--- src/rtl/seq_bit_serializer.sv ---
// seq_bit_serializer: parallel-to-serial feed for the 1010 pattern detector
// Ports:
//   clk        rising-edge clock
//   rst_n      asynchronous active-low reset
//   data_in    parallel word, captured on a valid/ready transfer
//   data_valid data_in is valid
//   data_ready high in IDLE, the only state that accepts a word
//   d_out      registered serial stream, IDLE_BIT between words
//   bit_valid  d_out carries a payload bit this cycle
//   busy       state is not IDLE
// Build option: define SER_LSB_FIRST_EN to shift data_in[0] first instead of data_in[WIDTH-1].
module seq_bit_serializer #(
    parameter int WIDTH      = 8,
    parameter int GAP_CYCLES = 0,
    parameter bit IDLE_BIT   = 1'b0
) (
    input  logic             clk,
    input  logic             rst_n,
    input  logic [WIDTH-1:0] data_in,
    input  logic             data_valid,
    output logic             data_ready,
    output logic             d_out,
    output logic             bit_valid,
    output logic             busy
);
    localparam int CW = $clog2(WIDTH);
    localparam logic [CW-1:0] BIT_LAST = CW'(WIDTH - 1);
    localparam logic [7:0] GAP_LAST = 8'(GAP_CYCLES > 0 ? GAP_CYCLES - 1 : 0);
    typedef enum logic [1:0] {IDLE, SHIFT, GAP} state_t;
    state_t state_q, state_d;
    logic [WIDTH-1:0] shift_q, shift_d;
    logic [CW-1:0] bit_cnt_q, bit_cnt_d;
    logic [7:0] gap_cnt_q, gap_cnt_d;
    logic d_out_q, d_out_d, bit_valid_q, bit_valid_d;
    // bit_cnt counts payload bits in transmission order; map it onto a word index
    function automatic logic pick(input logic [WIDTH-1:0] w, input logic [CW-1:0] i);
`ifdef SER_LSB_FIRST_EN
        return w[i];
`else
        return w[BIT_LAST - i];
`endif
    endfunction
    always_ff @(posedge clk or negedge rst_n) begin
        if (!rst_n) begin
            state_q     <= IDLE;
            shift_q     <= '0;
            bit_cnt_q   <= '0;
            gap_cnt_q   <= '0;
            d_out_q     <= IDLE_BIT;
            bit_valid_q <= 1'b0;
        end else begin
            state_q     <= state_d;
            shift_q     <= shift_d;
            bit_cnt_q   <= bit_cnt_d;
            gap_cnt_q   <= gap_cnt_d;
            d_out_q     <= d_out_d;
            bit_valid_q <= bit_valid_d;
        end
    end
    // d_out/bit_valid are computed one cycle ahead so the first bit appears right after the transfer
    always_comb begin
        state_d     = state_q;
        shift_d     = shift_q;
        bit_cnt_d   = bit_cnt_q;
        gap_cnt_d   = gap_cnt_q;
        d_out_d     = IDLE_BIT;
        bit_valid_d = 1'b0;
        case (state_q)
            IDLE: if (data_valid) begin
                state_d     = SHIFT;
                shift_d     = data_in;
                bit_cnt_d   = '0;
                d_out_d     = pick(data_in, '0);
                bit_valid_d = 1'b1;
            end
            SHIFT: if (bit_cnt_q == BIT_LAST) begin
                state_d   = GAP_CYCLES > 0 ? GAP : IDLE;
                gap_cnt_d = '0;
            end else begin
                bit_cnt_d   = bit_cnt_q + 1'b1;
                d_out_d     = pick(shift_q, bit_cnt_q + 1'b1);
                bit_valid_d = 1'b1;
            end
            GAP: if (gap_cnt_q == GAP_LAST) state_d = IDLE;
                 else gap_cnt_d = gap_cnt_q + 8'd1;
            default: state_d = IDLE;
        endcase
    end
    assign data_ready = state_q == IDLE;
    assign busy       = state_q != IDLE;
    assign d_out      = d_out_q;
    assign bit_valid  = bit_valid_q;
endmodule

--- config.mk ---
export PLATFORM = sky130hd
export DESIGN_NAME = seq_bit_serializer
export DESIGN_NICKNAME = d
export VERILOG_FILES = /design/src/rtl/seq_bit_serializer.sv
export SDC_FILE = /design/constraint.sdc
export NUM_CORES = 1
export LEC_CHECK = 0
export CORE_MARGIN = 5
export CORE_UTILIZATION = 44
export DETAILED_ROUTE_END_ITERATION = 8
export GPL_TIMING_DRIVEN = 0
export PLACE_DENSITY_LB_ADDON = 0.05
export SYNTH_ARGS = -nofsm -noshare
export SYNTH_HDL_FRONTEND = slang
export SYNTH_SLANG_ARGS = --single-unit
--- constraint.sdc ---
create_clock -name clk -period 4 [get_ports clk]
set_input_delay 0.6 -clock clk [delete_from_list [all_inputs] [get_ports clk]]
set_output_delay 0.6 -clock clk [all_outputs]
set_load 0.02 [all_outputs]
==> impl_metrics.ini <==
[place]
placedCellCount = 76
io_buffers = 14
gp_congestion = 0.7230
dpl.hpwl_um = 798.8

[die]
core_area_mm2 = 0.001334
die_width_um = 47.86
io_pins = 15
fp-row-count = 13
dieArea_mm2 = 0.002290
die_h_um = 47.86
start_util_pct = 47.28

[drt]
wl_per_cell_um = 12.94
routed-wl-met3_um = 79
wl_met1_um = 455
num_vias = 400
route.met2.wl_um = 464
first_pass_iters = 3
ant_nets = 0
routed_wl_um = 1022
top_layer = met4
drt_iter0_drc = 3
viasPerCell = 5.063
drc = 0

[sta]
fin_crit_sh_pct = 49.79
slew_headroom_pct = 59.03
skew_ns = 0.003884
timing.setup.tns_ns = 0
fmax_mhz = 502.1
min_period_ns = 1.991
slew_violations = 0
worst_pin_slew_ns = 0.6127
hold_ws_ns = 0.5052
setup_viol = 0
rsz0062_at_grt = false
hold_viol = 0

[worst_setup_path]
timing.rr.start = bit_cnt_q[0]$_DFFE_PN0P_
r2r_slack_ns = 2.33
crit_end = data_ready
worstPathArrival_ns = 1.39
reg2regPathDepth = 4
setup.worst_path.start = state_q[0]$_DFFE_PN0P_
regToRegEndpoint = d_out$_DFF_PN0_
cp-start-kind = flip-flop
cp-end-kind = output pin
crit_fanout = 5
criticalPathCategory = flip-flop to output pin
required_ns = 3.40

[clocking]
clock_latency_ns = 0.27
cts_sinks = 14
clk_pin_slew_worst_paths_ns = 0.07
clk_path_buf_depth = 2
cts_root_buf = clkbuf_4
cts_resized = 0
htreeDepth = 1
cts_setup_buffers = 0
tritoncts = done
numCtsBuffers = 3
cts_hold_buf = 0

[synth]
synth_cells = 47
synthArstFlopShare_pct = 100.0
synth_nets = 60
synth.largest_area_cell = dfrtp_1
synthFlopType = dfrtp_1
synth_area_leaders = dfrtp_1 (56%), mux2_2 (14%), mux2i_1 (6.3%), ha_1 (4.0%), mux4_2 (3.6%)
synthTopCellsByCount = dfrtp_1 (14), mux2_2 (8), mux2i_1 (4)
synth_seq_cells = 14
synth_edf_count = 0
yosysMostFrequentCell = dfrtp_1
synth_top_area_share_pct = 55.56
yosysSeqAreaShare_pct = 55.56
netlist_area_um2 = 630.6
yosysWarnings = 0
ys_types = 15
syn_area_per_cell_um2 = 13.42

[pwr]
power.density_mw_per_mm2 = 769.7
leakage_nw = 0.3539
peakVddDrop_mv = 0.3186

[final_layout]
insertedDiodeCount = 0
final_nets = 79
instances_no_fill = 79
area_growth_pct = 28.77
layout-drive-gt1-share_pct = 23.44
fill_cells = 114

[run_status]
status = completed

[flow_run]
drv_cap = 0

[global_routing]
antenna_found_initial = 0
grt_max_degree = 15
grt_usage_pct = 11.15
overflow = 0
grt_pass1_wl_um = 1718
grt_pass1_vias = 408

[worst_hold_path]
min_path_type = flip-flop to flip-flop
==> critical path, stage by stage (launching register included) <==
cell,delay [ns]
dfrtp_1,0.42
inv_1,0.10
clkdlybuf4s50_1,0.60
==> per-layer routing <==
metal	up-vias	global-route usage, %
met4	0	6.452
met1	188	13.52
met2	12	17.41
li1	197	-
met3	3	3.383
met5	-	0
==> sequential cells by signal, indices dropped and copies added, names as in the netlist <==
| signal | flops |
|---|---|
| shift_q | 8 |
| bit_cnt_q | 3 |
| bit_valid | 1 |
| d_out | 1 |
| state_q | 1 |
==> report_power, final <==
part / total (mW) / leakage (nW) / internal (mW) / switching [mW]
sequential: 0.256 / 0.164 / 0.213 / 0.0432
combinational: 0.294 / 0.176 / 0.170 / 0.124
clock: 0.0748 / 0.0138 / 0.0349 / 0.0399
total: 0.625 / 0.354 / 0.418 / 0.207
==> cell type report <==
cell class / instances / area (um^2) / area share (%)
buffer: 1 / 5.005 / 0.6163
clock buffer: 3 / 22.52 / 2.773
inverter: 2 / 7.507 / 0.9245
multi-input combinational: 30 / 267.8 / 32.97
sequential: 14 / 350.3 / 43.14
tap: 15 / 18.77 / 2.311
timing repair buffer: 14 / 140.1 / 17.26
==> worst min-delay path by stage <==
| stage | startpoint | end | cells past startpoint |
|---|---|---|---|
| after floorplan | rst_n | bit_cnt_q[0]$_DFFE_PN0P_ | 0 |
| after global placement | shift_q[2]$_DFFE_PN0P_ | shift_q[2]$_DFFE_PN0P_ | 1 |
| after detailed placement | shift_q[5]$_DFFE_PN0P_ | shift_q[5]$_DFFE_PN0P_ | 1 |
| after CTS | shift_q[5]$_DFFE_PN0P_ | shift_q[5]$_DFFE_PN0P_ | 1 |
| after global routing | shift_q[5]$_DFFE_PN0P_ | shift_q[5]$_DFFE_PN0P_ | 1 |
| final | shift_q[5]$_DFFE_PN0P_ | shift_q[5]$_DFFE_PN0P_ | 1 |
==> through the flow <==
| stage | area, um^2 | setup WS, ns | total power, mW | utilization (%) |
|---|---|---|---|---|
| after CTS | 812.0 | 1.986 | 0.6354 | 60.88 |
| after global routing | 812.0 | 1.937 | 0.6754 | 60.88 |
| after detailed placement | 789.5 | 2.023 | 0.5578 | 59.19 |
| final | 812.0 | 2.009 | 0.6250 | 60.88 |
| after global placement | 789.5 | 2.015 | 0.5519 | 59.19 |
| after floorplan | 630.6 | 2.456 | 0.4691 | - |
==> logic make-up (layout without fill, tap and decap cells) <==
kind of cell / after synthesis / count (layout) / share of synthesized area (%)
multiplexers: 13 / 13 / 24.21
flip-flops: 14 / 14 / 55.56
AO/OA/AOI/OAI: 4 / 4 / 4.960
AND/OR/NAND/NOR: 11 / 11 / 9.328
adder cells (fa/ha/maj): 2 / 2 / 3.968
buffers and inverters: 3 / 20 / 1.984
==> cells in the final DEF, fill, tap and decap left out, drive strengths merged <==
cell type	instances
clkbuf	3
clkdlybuf4s50	14
nand2	3
dfrtp	14
o41ai	1
mux4	1
nor2b	1
mux2	8
and3	1
nor2	2
nor3b	1
o21ai	3
mux2i	4
buf	1
nand2b	3
inv	2
ha	2
No activity file was read; power rests on OpenSTA's default activity.
